[src/rtl/div_arb_pkg.sv]
// Shared types and constants for the divider arbiter.
package div_arb_pkg;

    localparam int NREQ_DEFAULT = 2;
    localparam int W_DEFAULT    = 32;

    // Widest operand the all-ones constant covers; the top slices it down to W.
    localparam int W_MAX = 64;
    localparam logic [W_MAX-1:0] Q_ALL_ONES = '1;

    typedef enum logic [1:0] {
        ST_IDLE,
        ST_START,
        ST_WAIT,
        ST_RESP
    } state_t;

endpackage

[src/rtl/rr_arbiter.sv]
// Round-robin grant: searches upward from ptr with wrap and returns a one-hot
// grant plus the binary index of the winner.
module rr_arbiter #(
    parameter int NREQ = 2,
    parameter int PW   = 1
) (
    input  logic [NREQ-1:0] req,
    input  logic [PW-1:0]   ptr,
    output logic [NREQ-1:0] grant,
    output logic [PW-1:0]   grant_idx
);

    logic          found;
    logic [PW-1:0] cand;

    // First requester at or above ptr (modulo NREQ) wins.
    always_comb begin
        // NOTE: every variable gets a default before the search loop so no latch is inferred.
        grant     = '0;
        grant_idx = '0;
        found     = 1'b0;
        cand      = '0;
        for (int i = 0; i < NREQ; i++) begin
            cand = PW'((32'(ptr) + 32'(i)) % 32'(NREQ));
            if (!found && req[cand]) begin
                found       = 1'b1;
                grant[cand] = 1'b1;
                grant_idx   = cand;
            end
        end
    end

endmodule

[src/rtl/div_arbiter.sv]
// Shares one multi-cycle divider between NREQ requesters.
// IDLE grants round-robin, START pulses the divider, WAIT watches div_busy
// rise then fall, RESP holds the result until the owner accepts it.
// Optional build macro DIV_ZERO_BYPASS_EN: a zero divisor skips the divider
// and answers directly with all-ones quotient, remainder = dividend, dbz = 1.
module div_arbiter
    import div_arb_pkg::*;
#(
    parameter int NREQ = NREQ_DEFAULT,
    parameter int W    = W_DEFAULT
) (
    input  logic              clock,
    input  logic              reset_n,
    input  logic              flush,
    input  logic [NREQ-1:0]   req_valid,
    output logic [NREQ-1:0]   req_ready,
    input  logic [NREQ*W-1:0] req_dividend,
    input  logic [NREQ*W-1:0] req_divisor,
    input  logic [NREQ-1:0]   req_signed,
    output logic [NREQ-1:0]   rsp_valid,
    input  logic [NREQ-1:0]   rsp_ready,
    output logic [W-1:0]      rsp_q,
    output logic [W-1:0]      rsp_r,
    output logic              rsp_dbz,
    output logic              div_start,
    output logic              div_reset,
    output logic              div_signed,
    output logic [W-1:0]      div_dividend,
    output logic [W-1:0]      div_divisor,
    input  logic              div_busy,
    input  logic [W-1:0]      div_q,
    input  logic [W-1:0]      div_r
);

    localparam int PW = (NREQ > 1) ? $clog2(NREQ) : 1;

    state_t          state, state_nxt;
    logic [PW-1:0]   ptr, owner, grant_idx, ptr_after;
    logic [NREQ-1:0] grant;
    logic [W-1:0]    op_a, op_b, sel_a, sel_b;
    logic            op_s, sel_s;
    logic            busy_seen;
    logic            accept, complete, zero_bypass, owner_ready, abort;
    logic [W-1:0]    q_reg, r_reg;
    logic            dbz_reg;

    rr_arbiter #(
        .NREQ (NREQ),
        .PW   (PW)
    ) u_rr (
        .req       (req_valid),
        .ptr       (ptr),
        .grant     (grant),
        .grant_idx (grant_idx)
    );

    // Operand mux for the requester the arbiter picked this cycle.
    always_comb begin
        sel_a = '0;
        sel_b = '0;
        sel_s = 1'b0;
        for (int i = 0; i < NREQ; i++) begin
            if (grant[i]) begin
                sel_a = req_dividend[i*W +: W];
                sel_b = req_divisor[i*W +: W];
                sel_s = req_signed[i];
            end
        end
    end

`ifdef DIV_ZERO_BYPASS_EN
    assign zero_bypass = (sel_b == '0);
`else
    assign zero_bypass = 1'b0;
`endif

    assign accept      = (state == ST_IDLE) && (|req_valid);
    assign complete    = busy_seen && !div_busy;
    assign owner_ready = rsp_ready[owner];
    assign abort       = flush && ((state == ST_START) || (state == ST_WAIT));
    assign ptr_after   = (owner == PW'(NREQ - 1)) ? '0 : owner + 1'b1;

    // Next state and the handshake/control outputs.
    always_comb begin
        state_nxt = state;
        req_ready = '0;
        rsp_valid = '0;
        div_start = 1'b0;
        // Divider is held in reset for the whole of reset_n low, clock or not.
        div_reset = !reset_n || abort;
        case (state)
            ST_IDLE: begin
                if (reset_n) begin
                    req_ready = grant;
                end
                if (accept) begin
                    state_nxt = zero_bypass ? ST_RESP : ST_START;
                end
            end
            ST_START: begin
                div_start = !flush;
                state_nxt = flush ? ST_IDLE : ST_WAIT;
            end
            ST_WAIT: begin
                // Flush wins over a completion landing in the same cycle.
                if (flush) begin
                    state_nxt = ST_IDLE;
                end else if (complete) begin
                    state_nxt = ST_RESP;
                end
            end
            ST_RESP: begin
                for (int i = 0; i < NREQ; i++) begin
                    rsp_valid[i] = (owner == PW'(i));
                end
                if (owner_ready) begin
                    state_nxt = ST_IDLE;
                end
            end
            default: state_nxt = ST_IDLE;
        endcase
    end

    // State, round-robin pointer, latched transaction and response registers.
    always_ff @(posedge clock or negedge reset_n) begin
        if (!reset_n) begin
            state     <= ST_IDLE;
            ptr       <= '0;
            owner     <= '0;
            op_a      <= '0;
            op_b      <= '0;
            op_s      <= 1'b0;
            busy_seen <= 1'b0;
            q_reg     <= '0;
            r_reg     <= '0;
            dbz_reg   <= 1'b0;
        end else begin
            // NOTE: non-blocking assignments so every register samples pre-edge values.
            state <= state_nxt;
            case (state)
                ST_IDLE: begin
                    if (accept) begin
                        owner     <= grant_idx;
                        op_a      <= sel_a;
                        op_b      <= sel_b;
                        op_s      <= sel_s;
                        busy_seen <= 1'b0;
                        if (zero_bypass) begin
                            q_reg   <= Q_ALL_ONES[W-1:0];
                            r_reg   <= sel_a;
                            dbz_reg <= 1'b1;
                        end
                    end
                end
                ST_WAIT: begin
                    if (!flush) begin
                        if (div_busy) begin
                            busy_seen <= 1'b1;
                        end
                        if (complete) begin
                            q_reg   <= div_q;
                            r_reg   <= div_r;
                            dbz_reg <= 1'b0;
                        end
                    end
                end
                ST_RESP: begin
                    if (owner_ready) begin
                        ptr <= ptr_after;
                    end
                end
                default: ;
            endcase
        end
    end

    assign rsp_q        = q_reg;
    assign rsp_r        = r_reg;
    assign rsp_dbz      = dbz_reg;
    assign div_dividend = op_a;
    assign div_divisor  = op_b;
    assign div_signed   = op_s;

endmodule
[config.mk]
export PLATFORM = sky130hd
export DESIGN_NAME = div_arbiter
export DESIGN_NICKNAME = d
export VERILOG_FILES = /design/src/rtl/div_arb_pkg.sv /design/src/rtl/rr_arbiter.sv /design/src/rtl/div_arbiter.sv
export SDC_FILE = /design/constraint.sdc
export NUM_CORES = 1
export LEC_CHECK = 0
export CORE_MARGIN = 5
export CORE_UTILIZATION = 38
export CTS_CLUSTER_SIZE = 28
export DETAILED_ROUTE_END_ITERATION = 8
export PLACE_DENSITY_LB_ADDON = 0.05
export SLEW_MARGIN = 25
export SYNTH_ARGS = -nofsm -noshare
export SYNTH_HDL_FRONTEND = slang
export SYNTH_SLANG_ARGS = --single-unit
[constraint.sdc]
create_clock -name clock -period 2 [get_ports clock]
set_clock_uncertainty 0.1 [all_clocks]
set_input_delay 0.2 -clock clock [delete_from_list [all_inputs] [get_ports clock]]
set_output_delay 0.2 -clock clock [all_outputs]
set_load 0.01 [all_outputs]
; Yosys cells after proc, flatten, opt, wreduce, memory -nomap -nowiden
; Index checks and enable logic that the tools add are counted.
[word_totals]
word_cells = 83
out_inout_bits = 136
ff_bits = 134
input_bits = 202
[classes]
n_reduce_logical = 20
magnitude_cmp = 5
bitwise = 3
n_addsub = 2
n_eq_ne = 8
mux = 36
[op_table]
columns = operator, count
row1 = 32-bit 2-to-1 mux, 4
row2 = 2-bit 2-to-1 mux, 10
row3 = 1-bit 2-to-1 mux, 18
row4 = "2-bit inequality test, second input constant", 4
row5 = 2-bit case mux with 4 select lines, 1
row6 = 1-bit logical AND, 6
row7 = "1-bit by 2-bit < comparator with 1-bit output, second input constant", 3
row8 = 3-bit AND reduction, 2
row9 = "2-bit equality test, second input constant", 2
row10 = 1-bit logical NOT, 4
row11 = 2-bit AND reduction, 2
row12 = 4-bit AND reduction, 1
row13 = "3-bit inequality test, second input constant", 1
row14 = "1-bit adder, second input constant", 2
row15 = 1-bit demux with 1-bit select, 2
row16 = "2-bit by 1-bit equality test with 1-bit output, second input constant", 1
row17 = "1-bit >= comparator, second input constant", 2
row18 = 2-bit logical NOT, 1
row19 = 1-bit logical OR, 2
row20 = 1-bit inverter, 2
row21 = 2-bit bitwise OR, 1
row22 = 1-bit case mux with 2 select lines, 1
row23 = 2-bit nonzero test, 1
row24 = 2-bit OR reduction, 1

; Longest topological paths before layout
; Gate-level depths: netlist of run 1.
[logic_depth]
depth_word = 9
ltp_mapped = 7

; Modules after synthesis
; Synthesis of run 1 repeated with hierarchy kept, for this count alone.
[unflattened]
cells_unflattened = 473
hier_area_um2 = 5641.7
[by_module_without_submodules]
columns = mod, area_per_inst_um2, n_inst, cells_each
row1 = div_arbiter, 5611.6, 1, 469
row2 = rr_arbiter, 30.0, 1, 4

; Worst setup path after synthesis of run 1
; Ideal clock, no wire load.
[synth_path]
path_type = reg-to-reg
start = register state[0]
end = register state[0]
n_path_buf = 1
path_slack_ns = 0.163
period_less_slack_ns = 1.837
path_stages_with_launch = 6
arrival_time_ns = 1.612
cell_sequence = dfrtp_1 -> inv_1 -> ha_1 -> clkbuf_1 -> a222oi_1 -> mux2_2
[synth_between]
elab_chain_len = 4
[synth_rtl]
columns = item, line
row1 = "start, declared", div_arbiter.sv:37  ; state_t state, state_nxt;
row2 = "start signal, assigned", div_arbiter.sv:139  ; state <= state_nxt;
row3 = 2-bit logical NOT, "div_arbiter.sv:77, div_arbiter.sv:91"
row4 = 1-bit logical AND, div_arbiter.sv:77  ; assign accept = (state == ST_IDLE) && (|req_valid);
row5 = 2-bit inequality test (no source line), --
row6 = 3-bit AND reduction (no source line), --
; Parallel ways exist; a longest one is shown, timed or not.
; A chain may end at the register's enable or synchronous reset.

; Final worst setup path of run 1
[layout_path]
start = register state[0]
end = register r_reg[28], in the netlist rsp_r[28]
[layout_between]
elab_chain_len = 2
[layout_rtl]
columns = item, line
row1 = 2-bit equality test, div_arbiter.sv:140  ; case (state)
row2 = 3-bit AND reduction (no source line), --
row3 = "end signal, assigned", div_arbiter.sv:150  ; r_reg <= sel_a;
row4 = "end signal, assigned", div_arbiter.sv:162  ; r_reg <= div_r;
row5 = "end, declared", div_arbiter.sv:44  ; logic [W-1:0] q_reg, r_reg;
; Every way passes these cells.

==> impl_metrics.toml, run 1 <==
[place]
place_congestion = 0.810
hpwl_um = 15200
pre_cts_ws_ps = 6.98
io_buffers = 336
placed_cell_area_mm2 = 0.00934

[timing]
worst_pin_slew_ps = 597
setup_viol = 0
min_period_ps = 1940
hold_viol_final = 0
min_period_over_period_pct = 96.9
max_freq_mhz = 516
worst_slack_ps = 62.4
hold_ws_ps = 171
drv_slew = 0
tns_ps = 0
relSlewSlack_pct = 60.2

[floorplan]
start_util_pct = 38.9
boundaryPins = 338
dieHeight_um = 132
placeableCoreArea_mm2 = 0.0146
rows = 44
fp.dieArea_mm2 = 0.0175
die_w_um = 132

[route]
drt-initial-drc-count = 237
via_count = 5122
routed.top_layer = "met5"
wl_met2_um = 10600
route.met3.wl_um = 1460
drcViolationCount = 0
drt_wl_total_um = 20300
antenna_left = 0
wirelength_met1_um = 7840
avgRoutedWirePerCell_um = 20.5
dr.pass1.iters = 4
vias_per_cell = 5.15

[power_and_ir_drop]
power_frac_clock_pct = 25.2
p_comb_share_pct = 41.5
peakVddDrop_mv = 0.694
sw_frac_of_total_pct = 31.2
powerDensity_mw_per_mm2 = 1270
switchingPower_uw = 3990
finalPower_uw = 12800
cellLeakagePower_uw = 0.00442
p_int_uw = 8780
pwr-share-seq_pct = 33.2

[yosys]
yosysWarnings = 0
yosysSeqAreaShare_pct = 59.1
synthArstFlopShare_pct = 100
synthesis.area_mm2 = 0.00567
synth.distinct_cells = 29
post_synth.cell_area_avg_um2 = 12.5
syn_inst = 455
syn_nets = 663
synth_seq_cells = 134
synth_ff_type = "dfrtp_1"
synth_edf_count = 0

[worst_hold_path]
min_path_type = "input port to flop"

[worst_setup_path]
path_cells = "inv_2 > ha_2 > nand2b_4 > nor2_4 > buf_12 > buf_6 > mux2_1"
worst-path-buf-inv = 3
cp_slowest_stage_delay_ps = 420
crit_fanout = 11
cp-start-kind = "flop"
cp.arrival_ps = 2130
end_kind = "flop"
path_class = "flop to flop"
crit_required_ps = 2190
critical-path-top-delay-family = "buffers and inverters"
worst_path_max_delay_cell = "dfrtp_1"

[clock_network]
cts_num_sinks = 134
path_clk_slew_ps = 60
cts_tree = "built"
cts_buffers = 17
clkLatencyLatePin_ps = 410
cts.path.max_buffers = 2
cts_max_level = 4
cts-root-buf = "clkbuf_16"

[global_route]
grt_usage_pct = 22.6
antenna_found_initial = 2
grt_pass1_wl_um = 31400
grt_overflow = 0
grt_max_degree = 59
grt_pass1_vias = 5523

[finish]
design_area_mm2 = 0.0101
finalNetCount = 1006
layout-drive-gt1-share_pct = 16.3
fill_cells = 1073
areaGrowthSynthToFinish_pct = 77.5

[job]
cap_violations = 0

[status]
outcome = "complete, no violations"
## power by group through the flow
stage          Sequential [µW]  Clock, µW  Combinational, µW
6_report                  4240       3220               5300
5_1_grt                   4370       3400               5740
4_1_cts                   4250       3290               5340
3_5_place_dp              4270          0               5330
3_3_place_gp              4220          0               5220
2_1_floorplan             4680          0               1690
## worst paths after layout
check	from	end	slack, ps	cells after the start
max in group asynchronous	reset_n	rsp_r[7]	330	4
min reg2reg	div_dividend[28]	div_dividend[28]	380	2
min in group asynchronous	reset_n	owner	200	2
max	state[0]	rsp_r[28]	60	7
min	req_valid[1]	div_dividend[2]	170	3
max reg2reg	state[0]	rsp_r[28]	60	7
## cell usage after synthesis, drive strengths merged, types with 2 or more instances
| master | count | share of area (%) |
|---|---|---|
| a221o | 22 | 3.9 |
| a32oi | 43 | 6.6 |
| and2 | 2 | 0.22 |
| and3 | 24 | 2.6 |
| buf | 18 | 1.7 |
| clkbuf | 23 | 1.5 |
| dfrtp | 134 | 59 |
| ha | 6 | 1.3 |
| inv | 2 | 0.13 |
| mux2 | 65 | 13 |
| mux2i | 2 | 0.35 |
| nand2 | 49 | 3.2 |
| nand2b | 4 | 0.44 |
| nor2 | 3 | 0.33 |
| nor2b | 3 | 0.33 |
| o21ai | 46 | 4.1 |
## layer usage
metal,vias up,track usage [%]
li1,2379,-
met1,2491,26.4
met2,218,38.9
met3,32,7.90
met4,2,7.64
met5,-,0
## cells in the final DEF (no fill, tap or decap), types with 3 or more instances in the layout
cell               n
nor2b_1            3
a32oi_1           43
clkinv_4           3
nand2_1           49
bufinv_16          4
clkbuf_16         19
o21ai_0           45
mux2_2            60
buf_4             19
buf_12             5
dfrtp_1          134
clkdlybuf4s50_1  328
mux2_1             5
clkinvlp_4         3
ha_1               3
and3_1            24
dlygate4sd2_1      3
a221o_1           22
clkinv_2           3
## kinds of logic (layout without fill, tap and decap cells)
logic type | count (synthesis) | in the layout | share of synthesized area (%)
buffers and inverters | 43 | 397 | 3.33
multiplexers | 67 | 67 | 13.3
flip-flops | 134 | 134 | 59.1
adder cells (fa/ha/maj) | 6 | 6 | 1.32
other | 1 | 2 | 0.0661
AO/OA/AOI/OAI | 117 | 117 | 15.4
AND/OR/NAND/NOR | 87 | 87 | 7.50
## tightest hold or removal path, cell delays in order
cell,delay [ps]
buf_2,170
a32oi_1,170
o21ai_0,90
## per-stage QoR
stage               utilization [%]  cells
floorplan                         -    455
global placement               64.0    958
detailed placement             64.0    958
CTS                            68.3    989
global route                   69.0    994
finish                         69.0    994
## timing repair
item                       4_1_cts  5_1_grt
gates resized for setup         12        8
setup buffers                    0        1
hold endpoints to repair        48        0
setup endpoints to repair        6       67
pin swaps                        0        1
cloned                           0        3
hold buffers                     1        0
## layout make-up
cell class	count	area [µm²]	share of cell area [%]
clock inverter	13	184	1.83
sequential	134	3350	33.3
inverter	2	7.51	0.0745
antenna	1	2.50	0.0248
multi-input combinational	278	2180	21.7
tap	184	230	2.29
clock buffer	17	425	4.22
timing repair buffer	365	3690	36.6
## sequential cells by signal (all words and copies together) (netlist names), 2 cells and up
name and cells:
div_dividend 32, div_divisor 32, rsp_q 32, state 2
rsp_r 32
No activity file was read; power rests on OpenSTA's default activity.
==> run 2: changes to the inputs <==
- SKIP_CTS_REPAIR_TIMING: default -> 1
- SLEW_MARGIN: 25 -> 40
==> run 2 against run 1 <==
Against the previous run: maximum frequency rose by 1.4%; via count rose by 0.16%; largest power group unchanged; design area is 0.52% lower; clock-buffer cell count unchanged; register-to-register slack improved by 30 ps; utilization is 0.36 points lower; first-iteration DRC count shrank 0.42%; critical path depth unchanged; critical endpoint unchanged.
==> impl_metrics.toml, run 2 (synthesis results as in run 1) <==
[status]
outcome = "complete, no violations"

[worst_setup_path]
end_kind = "flop"
cp.arrival_ps = 2100
rrSetupSlack_ps = 90
worstRegToRegCells = 7
crit_fanout = 23
path_class = "flop to flop"
crit_required_ps = 2190
r2r_end = "rsp_r[28]"
worst_r2r_startpoint = "state[0]"
cp-start-kind = "flop"

[route]
vias_per_cell = 5.17
drcViolationCount = 0
via_count = 5130
avgRoutedWirePerCell_um = 20.2
antenna_left = 0
drt_wl_total_um = 20000
dr.pass1.iters = 4
drt-initial-drc-count = 236

[floorplan]
die_w_um = 132
fp.dieArea_mm2 = 0.0175
rows = 44
placeableCoreArea_mm2 = 0.0146
start_util_pct = 38.9
boundaryPins = 338
dieHeight_um = 132

[finish]
finalNetCount = 1004
final_common_cell = "clkdlybuf4s50_1"
areaGrowthSynthToFinish_pct = 76.6
instances_no_fill = 992
layout_common_cells = "328 x clkdlybuf4s50_1, 134 x dfrtp_1, 60 x mux2_2"
layout-drive-gt1-share_pct = 15.7

[clock_network]
cts-root-buf = "clkbuf_16"
cts_tree = "built"
cts_buffers = 17
clkLatencyLatePin_ps = 410
cts_max_level = 4
cts_num_sinks = 134
cts.path.max_buffers = 2
path_clk_slew_ps = 60

[timing]
min_period_over_period_pct = 95.6
max_freq_mhz = 523
worst_pin_slew_ps = 588
relSlewSlack_pct = 60.8
worst_slack_ps = 88.5
tns_ps = 0
setup_viol = 0
drv_slew = 0
hold_viol_final = 0
min_period_ps = 1910

[place]
io_buffers = 336
hpwl_um = 15200
place_congestion = 0.810
placedCellCount = 958
pre_cts_ws_ps = 6.98

[global_route]
antenna_found_initial = 2
grt_max_degree = 59
grt_usage_pct = 22.6
grt_pass1_vias = 5528
grt_overflow = 0
grt_pass1_wl_um = 31400

[worst_hold_path]
min_from = "req_valid[1]"
hold_depth = 3
min_path_type = "input port to flop"
min_to = "div_dividend[2]"

[power_and_ir_drop]
powerDensity_mw_per_mm2 = 1270
cellLeakagePower_uw = 0.00445
finalPower_uw = 12700
peakVddDrop_mv = 0.690

[job]
cap_violations = 0
## run 2: per-stage QoR
step / util, % / hold slack, ps / cell area [µm²]
2_1_floorplan: - / -196 / 5670
3_3_place_gp: 64.0 / -22.3 / 9340
3_5_place_dp: 64.0 / -18.1 / 9340
4_1_cts: 68.2 / -466 / 9950
5_1_grt: 68.7 / 179 / 10000
6_report: 68.7 / 173 / 10000
## run 2: area by class of cell
type / instances / area [µm²]
sequential: 134 / 3350
inverter: 2 / 7.51
fill: 1079 / 4570
timing repair buffer: 363 / 3650
tap: 184 / 230
clock buffer: 17 / 425
multi-input combinational: 278 / 2160
antenna: 1 / 2.50
clock inverter: 13 / 184
## run 2: worst max-delay path, cell delays in order (launching register included)
cell,delay [ps]
dfrtp_1,420
inv_2,110
ha_2,210
nand2b_1,120
nor2_4,150
buf_12,130
clkbuf_16,200
mux2_1,350
## run 2: worst max path at each step
stage,slack (ps),from,end,cells after the start
CTS,-370,state[0],req_ready[1],4
floorplan,160,state[0],state[0],5
finish,90,state[0],rsp_r[28],7
global placement,10,req_valid[0],req_ready[0],4
detailed placement,7,req_valid[0],req_ready[0],4
global route,-20,state[0],rsp_r[28],7
## run 2: power breakdown
group	switching [µW]	internal, µW	total (µW)
logic	2280	3000	5270
clock network	1160	2070	3220
registers	536	3700	4240
## run 2: routing by layer
| metal | routed length, µm | global-route usage, % |
|---|---|---|
| met2 | 10300 | 38.7 |
| met5 | 13 | 0 |
| met1 | 7630 | 26.0 |
| met3 | 1580 | 8.36 |
| met4 | 440 | 8.03 |
